==> config.mk <==
export PLATFORM = sky130hd
export DESIGN_NAME = mem_arbiter_flat
export DESIGN_NICKNAME = d
export VERILOG_FILES = /design/src/rtl/mem_pkg.sv /design/src/rtl/mem_arbiter_if.sv /design/src/rtl/rr_pick2.sv /design/src/rtl/mem_arbiter.sv /design/src/flat_wrapper.sv
export SDC_FILE = /design/constraint.sdc
export NUM_CORES = 1
export LEC_CHECK = 0
export ABC_CLOCK_PERIOD_IN_PS = 1500
export BUFFER_PORTS_ARGS = -buffer_cell sky130_fd_sc_hd__buf_2
export CORE_AREA = 2 2 77 98
export DETAILED_ROUTE_END_ITERATION = 8
export DIE_AREA = 0 0 79 100
export PLACE_DENSITY = 0.72
export SLEW_MARGIN = 20
export SYNTH_ARGS = -nofsm -noshare
export SYNTH_HDL_FRONTEND = slang
export SYNTH_SLANG_ARGS = --single-unit
==> constraint.sdc <==
create_clock -name clk -period 1.5 [get_ports clk]
set_clock_uncertainty 0.1 [all_clocks]
set_input_delay 0.075 -clock clk [delete_from_list [all_inputs] [get_ports clk]]
set_output_delay 0.075 -clock clk [all_outputs]
set_load 0.1 [all_outputs]
==> src/rtl/mem_pkg.sv <==
// Shared RAM bus encoding and arbiter state types for the CPU, loader/DMA
// master and the instruction/data RAM.
package mem_pkg;

  localparam int ADDR_W = 9;
  localparam int DATA_W = 16;

  typedef enum logic [1:0] {
    MEM_NONE  = 2'b00,
    MEM_READ  = 2'b01,
    MEM_WRITE = 2'b10
  } mem_cmd_t;

  typedef enum logic [1:0] {
    IDLE = 2'b00,
    BUSY = 2'b01,
    RESP = 2'b10
  } arb_state_t;

  // Reserved encoding 2'b11 is never a request.
  function automatic logic cmd_valid(input logic [1:0] cmd);
    return (cmd == MEM_READ) || (cmd == MEM_WRITE);
  endfunction

endpackage

==> src/rtl/mem_arbiter_if.sv <==
// Bundle of both requester ports plus the RAM-side lines owned by the arbiter.
interface mem_arbiter_if #(
  parameter int ADDR_W = mem_pkg::ADDR_W,
  parameter int DATA_W = mem_pkg::DATA_W
);

  logic [1:0]        req0_cmd;
  logic [ADDR_W-1:0] req0_addr;
  logic [DATA_W-1:0] req0_wdata;
  logic              gnt0;
  logic              done0;
  logic [DATA_W-1:0] rdata0;

  logic [1:0]        req1_cmd;
  logic [ADDR_W-1:0] req1_addr;
  logic [DATA_W-1:0] req1_wdata;
  logic              gnt1;
  logic              done1;
  logic [DATA_W-1:0] rdata1;

  logic [1:0]        mem_cmd;
  logic [ADDR_W-1:0] mem_addr;
  logic [DATA_W-1:0] mem_wdata;
  logic [DATA_W-1:0] mem_rdata;

  modport slave (
    input  req0_cmd, req0_addr, req0_wdata,
    input  req1_cmd, req1_addr, req1_wdata,
    input  mem_rdata,
    output gnt0, done0, rdata0,
    output gnt1, done1, rdata1,
    output mem_cmd, mem_addr, mem_wdata
  );

  modport master (
    output req0_cmd, req0_addr, req0_wdata,
    output req1_cmd, req1_addr, req1_wdata,
    output mem_rdata,
    input  gnt0, done0, rdata0,
    input  gnt1, done1, rdata1,
    input  mem_cmd, mem_addr, mem_wdata
  );

endinterface

==> src/rtl/rr_pick2.sv <==
// Combinational two-way round-robin selector; the caller owns the
// last_grant history flop.
module rr_pick2 (
  input  logic [1:0] valid,
  input  logic       last_grant,
  output logic       winner,
  output logic       any_valid
);

  // A lone requester wins outright; a tie goes to whoever was not served last.
  always_comb begin
    winner    = 1'b0;
    any_valid = 1'b0;
    case (valid)
      2'b01: begin
        winner    = 1'b0;
        any_valid = 1'b1;
      end
      2'b10: begin
        winner    = 1'b1;
        any_valid = 1'b1;
      end
      2'b11: begin
        winner    = ~last_grant;
        any_valid = 1'b1;
      end
      default: begin
        winner    = 1'b0;
        any_valid = 1'b0;
      end
    endcase
  end

endmodule

==> src/rtl/mem_arbiter.sv <==
// Round-robin arbiter sharing one fixed-latency RAM between the CPU
// (requester 0) and a secondary master (requester 1).
module mem_arbiter
  import mem_pkg::*;
#(
  parameter int ADDR_W       = mem_pkg::ADDR_W,
  parameter int DATA_W       = mem_pkg::DATA_W,
  parameter int READ_LATENCY = 1
) (
  input  logic         clk,
  input  logic         reset,
  mem_arbiter_if.slave bus
);

  localparam int               CNT_W    = (READ_LATENCY > 1) ? $clog2(READ_LATENCY) : 1;
  localparam logic [CNT_W-1:0] CNT_LOAD = CNT_W'(READ_LATENCY - 1);
  localparam logic [CNT_W-1:0] CNT_ZERO = {CNT_W{1'b0}};
  localparam logic [CNT_W-1:0] CNT_ONE  = CNT_W'(1);

  if (READ_LATENCY < 1) begin : g_bad_latency
    $error("mem_arbiter: READ_LATENCY must be 1 or more");
  end

  arb_state_t        state_r;
  logic [CNT_W-1:0]  cnt_r;
  logic              last_grant_r;
  logic              owner_r;
  mem_cmd_t          mem_cmd_r;
  logic [ADDR_W-1:0] mem_addr_r;
  logic [DATA_W-1:0] mem_wdata_r;
  logic              gnt0_r;
  logic              gnt1_r;
  logic              done0_r;
  logic              done1_r;
  logic [DATA_W-1:0] rdata0_r;
  logic [DATA_W-1:0] rdata1_r;

  logic [1:0]        valid_s;
  logic              winner_s;
  logic              any_valid_s;
  mem_cmd_t          sel_cmd_s;
  logic [ADDR_W-1:0] sel_addr_s;
  logic [DATA_W-1:0] sel_wdata_s;

  assign valid_s = {cmd_valid(bus.req1_cmd), cmd_valid(bus.req0_cmd)};

  rr_pick2 u_pick (
    .valid      (valid_s),
    .last_grant (last_grant_r),
    .winner     (winner_s),
    .any_valid  (any_valid_s)
  );

  // Route the winning requester's command, address and write data.
  always_comb begin
    sel_cmd_s   = MEM_NONE;
    sel_addr_s  = {ADDR_W{1'b0}};
    sel_wdata_s = {DATA_W{1'b0}};
    if (winner_s) begin
      sel_cmd_s   = mem_cmd_t'(bus.req1_cmd);
      sel_addr_s  = bus.req1_addr;
      sel_wdata_s = bus.req1_wdata;
    end else begin
      sel_cmd_s   = mem_cmd_t'(bus.req0_cmd);
      sel_addr_s  = bus.req0_addr;
      sel_wdata_s = bus.req0_wdata;
    end
  end

  // Arbitration FSM; every output is a flop so nothing is combinational from req inputs.
  always_ff @(posedge clk) begin
    if (reset) begin
      state_r      <= IDLE;
      cnt_r        <= CNT_ZERO;
      last_grant_r <= 1'b1;
      owner_r      <= 1'b0;
      mem_cmd_r    <= MEM_NONE;
      mem_addr_r   <= {ADDR_W{1'b0}};
      mem_wdata_r  <= {DATA_W{1'b0}};
      gnt0_r       <= 1'b0;
      gnt1_r       <= 1'b0;
      done0_r      <= 1'b0;
      done1_r      <= 1'b0;
      rdata0_r     <= {DATA_W{1'b0}};
      rdata1_r     <= {DATA_W{1'b0}};
    end else begin
      case (state_r)
        IDLE: begin
          done0_r <= 1'b0;
          done1_r <= 1'b0;
          if (any_valid_s) begin
            state_r      <= BUSY;
            owner_r      <= winner_s;
            last_grant_r <= winner_s;
            mem_cmd_r    <= sel_cmd_s;
            mem_addr_r   <= sel_addr_s;
            mem_wdata_r  <= sel_wdata_s;
            cnt_r        <= CNT_LOAD;
            gnt0_r       <= ~winner_s;
            gnt1_r       <= winner_s;
          end else begin
            mem_cmd_r <= MEM_NONE;
            gnt0_r    <= 1'b0;
            gnt1_r    <= 1'b0;
          end
        end
        BUSY: begin
          if (cnt_r == CNT_ZERO) begin
            state_r   <= RESP;
            mem_cmd_r <= MEM_NONE;
            done0_r   <= ~owner_r;
            done1_r   <= owner_r;
            // Writes take the same slot but leave the requester's read data alone.
            if (mem_cmd_r == MEM_READ) begin
              if (owner_r) begin
                rdata1_r <= bus.mem_rdata;
              end else begin
                rdata0_r <= bus.mem_rdata;
              end
            end
          end else begin
            cnt_r <= cnt_r - CNT_ONE;
          end
        end
        RESP: begin
          state_r <= IDLE;
          gnt0_r  <= 1'b0;
          gnt1_r  <= 1'b0;
          done0_r <= 1'b0;
          done1_r <= 1'b0;
        end
        default: begin
          state_r   <= IDLE;
          cnt_r     <= CNT_ZERO;
          mem_cmd_r <= MEM_NONE;
          gnt0_r    <= 1'b0;
          gnt1_r    <= 1'b0;
          done0_r   <= 1'b0;
          done1_r   <= 1'b0;
        end
      endcase
    end
  end

  assign bus.mem_cmd   = mem_cmd_r;
  assign bus.mem_addr  = mem_addr_r;
  assign bus.mem_wdata = mem_wdata_r;
  assign bus.gnt0      = gnt0_r;
  assign bus.gnt1      = gnt1_r;
  assign bus.done0     = done0_r;
  assign bus.done1     = done1_r;
  assign bus.rdata0    = rdata0_r;
  assign bus.rdata1    = rdata1_r;

endmodule

==> src/flat_wrapper.sv <==
// flat-port wrapper written by rule: the top's interface ports become plain ports
module mem_arbiter_flat import mem_pkg::*;
#(
  parameter int ADDR_W       = mem_pkg::ADDR_W,
  parameter int DATA_W       = mem_pkg::DATA_W,
  parameter int READ_LATENCY = 1
)
  (clk, reset, bus_req0_cmd, bus_req0_addr, bus_req0_wdata, bus_req1_cmd, bus_req1_addr, bus_req1_wdata, bus_mem_rdata, bus_gnt0, bus_done0, bus_rdata0, bus_gnt1, bus_done1, bus_rdata1, bus_mem_cmd, bus_mem_addr, bus_mem_wdata);
  mem_arbiter_if #(.ADDR_W(ADDR_W), .DATA_W(DATA_W)) bus_i ();
  input  logic clk;
  input  logic reset;
  input wire logic [$bits(bus_i.req0_cmd)-1:0] bus_req0_cmd;
  input wire logic [$bits(bus_i.req0_addr)-1:0] bus_req0_addr;
  input wire logic [$bits(bus_i.req0_wdata)-1:0] bus_req0_wdata;
  input wire logic [$bits(bus_i.req1_cmd)-1:0] bus_req1_cmd;
  input wire logic [$bits(bus_i.req1_addr)-1:0] bus_req1_addr;
  input wire logic [$bits(bus_i.req1_wdata)-1:0] bus_req1_wdata;
  input wire logic [$bits(bus_i.mem_rdata)-1:0] bus_mem_rdata;
  output wire logic [$bits(bus_i.gnt0)-1:0] bus_gnt0;
  output wire logic [$bits(bus_i.done0)-1:0] bus_done0;
  output wire logic [$bits(bus_i.rdata0)-1:0] bus_rdata0;
  output wire logic [$bits(bus_i.gnt1)-1:0] bus_gnt1;
  output wire logic [$bits(bus_i.done1)-1:0] bus_done1;
  output wire logic [$bits(bus_i.rdata1)-1:0] bus_rdata1;
  output wire logic [$bits(bus_i.mem_cmd)-1:0] bus_mem_cmd;
  output wire logic [$bits(bus_i.mem_addr)-1:0] bus_mem_addr;
  output wire logic [$bits(bus_i.mem_wdata)-1:0] bus_mem_wdata;
  assign bus_i.req0_cmd = bus_req0_cmd;
  assign bus_i.req0_addr = bus_req0_addr;
  assign bus_i.req0_wdata = bus_req0_wdata;
  assign bus_i.req1_cmd = bus_req1_cmd;
  assign bus_i.req1_addr = bus_req1_addr;
  assign bus_i.req1_wdata = bus_req1_wdata;
  assign bus_i.mem_rdata = bus_mem_rdata;
  assign bus_gnt0 = bus_i.gnt0;
  assign bus_done0 = bus_i.done0;
  assign bus_rdata0 = bus_i.rdata0;
  assign bus_gnt1 = bus_i.gnt1;
  assign bus_done1 = bus_i.done1;
  assign bus_rdata1 = bus_i.rdata1;
  assign bus_mem_cmd = bus_i.mem_cmd;
  assign bus_mem_addr = bus_i.mem_addr;
  assign bus_mem_wdata = bus_i.mem_wdata;
  mem_arbiter #(.ADDR_W(ADDR_W), .DATA_W(DATA_W), .READ_LATENCY(READ_LATENCY)) u_core (.clk(clk), .reset(reset), .bus(bus_i));
endmodule
==> results.sh <==
export IMPL_synth_seq_area_share_pct=47.8
export IMPL_power_density_nw_per_um2=1240
export IMPL_crit_arrival_ps=1620
export IMPL_grt_pass1_vias=2978
export IMPL_clock_path_buffers=2
export IMPL_drtAntennaViolNets=0
export IMPL_slew_headroom_pct=65.8
export IMPL_rsz0062_at_grt="yes"
export IMPL_h_tree_depth=3
export IMPL_yosys_area_top_type_share_pct=47.8
export IMPL_finalCritPeriodShare_pct=99.3
export IMPL_cts_tree="yes"
export IMPL_die_x_um=79
export IMPL_regArea_um2=1350
export IMPL_vias=2895
export IMPL_crit_fanout=16
export IMPL_post_route_min_period_ps=1490
export IMPL_hold_viol=0
export IMPL_nFillCells=547
export IMPL_port_buffers=134
export IMPL_layout_drive_gt1_share_pct=40.4
export IMPL_clkTransAtPathRegs_ps=70
export IMPL_multiInputGateArea_um2=1340
export IMPL_ys_types=27
export IMPL_clock_sinks=67
export IMPL_dieArea_um2=7900
export IMPL_grt_max_degree=52
export IMPL_grt_pass1_wl_um=13300
export IMPL_clkPwrFrac_pct=26.2
export IMPL_antenna_found_initial=0
export IMPL_worstSetupEndpointType="register"
export IMPL_syn_area_per_cell_um2=9.74
export IMPL_start_kind="register"
export IMPL_clockRootBuffer="clkbuf_8"
export IMPL_drt_drc_violations_left=0
export IMPL_p_switching_mw=2.36
export IMPL_clk_insertion_delay_late_ps=330
export IMPL_status="finished, final reports clean"
export IMPL_r2r_worst_path_cells=5
export IMPL_power_mw=5.77
export IMPL_synth_top_cell_by_area="dfxtp_1"
export IMPL_gp_congestion=0.720
export IMPL_crit_type="register to register"
export IMPL_gr_total_overflow=0
export IMPL_areaGrowthSynthToFinish_pct=65.3
export IMPL_min_delay_path_class="primary input to register"
export IMPL_hpwl_um=4740
export IMPL_setup_viol=0
export IMPL_fp_coreArea_um2=7090
export IMPL_yosysWarnings=0
export IMPL_comb_power_share_pct=38.7
export IMPL_worst_slew_pin_slew_ps=517
export IMPL_netlist_instances=288
export IMPL_post_drt_wl_per_cell_um=14.9
export IMPL_dr_pass1_iters=4
export IMPL_start_util_pct=39.5
export IMPL_synth_cell_area_um2=2810
export IMPL_syn_num_nets=360
export IMPL_final_setup_tns_ps=0
export IMPL_rows=35
export IMPL_antenna_cells=0
export IMPL_dieHeight_um=100
export IMPL_nets=572
export IMPL_num_io_pins=135
export IMPL_seqPwrFrac_pct=35.1
export IMPL_intPower_mw=3.41
export IMPL_min_delay_path_depth=3
export IMPL_drt_wl_total_um=8890
export IMPL_synth_seq_cells=67
export IMPL_synth_area_leaders="dfxtp_1 (48%), a311oi_2 (12%), mux2i_1 (11%), nor2_1 (7.9%), nand2_1 (7.6%)"
export IMPL_vdd_drop_max_mv=0.711
export IMPL_slew_violations=0
export IMPL_cts_setup_buffers=0
export IMPL_cts_buffers=9
export IMPL_p_sw_share_pct=40.9
export IMPL_routed_via_density=4.85
export IMPL_p_leak_nw=2.23
export IMPL_required_ps=1630
export IMPL_first_iter_violations=97
export IMPL_grt_usage_pct=21.2
export IMPL_maxCapViolCount=0
export IMPL_fmax_ghz=0.671
-- power by group through the flow --
stage	registers (mW)	logic, mW	clock network (mW)
finish	2.02	2.23	1.51
global route	2.04	2.34	1.64
CTS	2.02	2.09	1.55
detailed placement	2.06	1.95	0
global placement	2.05	1.93	0
floorplan	3.03	0.588	0
-- routing by layer --
layer	part of all wire [%]	GRT usage (%)	vias up	wire, µm
met2	48	35.0	137	4290
met4	2.4	11.8	0	212
li1	-	-	1407	-
met1	40	23.4	1329	3570
met5	0	0	-	0
met3	9.1	7.82	22	806
-- repair_timing --
item / in CTS / in global routing
cloned: 0 / 4
hold buffers: 67 / 0
endpoints found under the setup margin: 2 / 34
hold endpoints to repair: 58 / 0
gates resized for setup: 1 / 4
-- state kept, by name, summed over array words and instances, names as in the netlist --
register,cells
u_core.bus.done1,1
u_core.bus.done0,1
u_core.bus.mem_wdata,16
u_core.bus.gnt0,1
u_core.bus.rdata1,16
u_core.bus.mem_cmd,2
u_core.bus.rdata0,16
u_core.bus.mem_addr,9
u_core.state_r,2
u_core.bus.gnt1,1
u_core.last_grant_r,1
u_core.owner_r,1
-- cells in the final DEF, fill, tap and decap left out, types with 3 or more instances in the layout --
master           n
buf_2          134
mux2i_1         31
clkbuf_16        3
dfxtp_1         63
clkbuf_8        10
nand2_1         56
buf_4           11
a311oi_1         3
buf_12           6
a311oi_2        22
nor2_1          59
a21oi_1          6
dlygate4sd3_1   67
-- per-stage QoR --
step                      hold slack [ps]  utilization, %  cells  cell area, µm²  setup slack (ps)
after floorplan                       119               -    288            2830              -193
after global placement                227            51.6    510            3660              52.1
after detailed placement              236            51.6    510            3660              8.46
after CTS                            11.4            64.0    593            4540              22.6
after global routing                 39.3            65.3    597            4640             -82.5
final                                31.7            65.3    597            4640              10.3
-- worst max-delay path, stage by stage (launching register included) --
cell      delay (ps)
dfxtp_4          340
and4bb_2         310
nor2b_4          170
buf_12           180
mux2i_2          220
nor2_1            60
-- cells by family after synthesis --
group / after synthesis / synth area share [%]
simple gates: 126 / 18.1
flops: 67 / 47.8
xor+xnor: 3 / 1.20
mux: 32 / 11.4
compound gates: 39 / 16.2
buf+inv: 21 / 5.31
-- area by class of cell --
type	count	area share, %
multi-input combinational	200	28.8
clock buffer	10	2.97
timing repair buffer	222	35.2
tap	92	2.48
clock inverter	6	1.40
sequential	67	29.1
-- Yosys cell counts (all sizes together) --
cell and instances:
a21o 1, a21oi 7, a22o 1, a311oi 25, and2 2, and4bb 1, buf 14, clkbuf 7
dfxtp 67, mux2i 32, nand2 57, nand2b 2, nand3b 1, nor2 59, nor2b 3, nor3b 1
o21a 1, o21ai 2, o221ai 1, o2bb2ai 1, xnor2 1, xor2 2
-- path summary, 6_finish.rpt --
kind	startpoint	to	slack, ps
max	u_core.bus.mem_cmd[1]	u_core.bus.rdata0[15]	10
min	bus_req0_cmd[0]	u_core.bus.mem_cmd[0]	30
max reg2reg	u_core.bus.mem_cmd[1]	u_core.bus.rdata0[15]	10
min reg2reg	u_core.bus.mem_cmd[0]	u_core.bus.mem_cmd[0]	380
(Power assumes the default switching activity.)
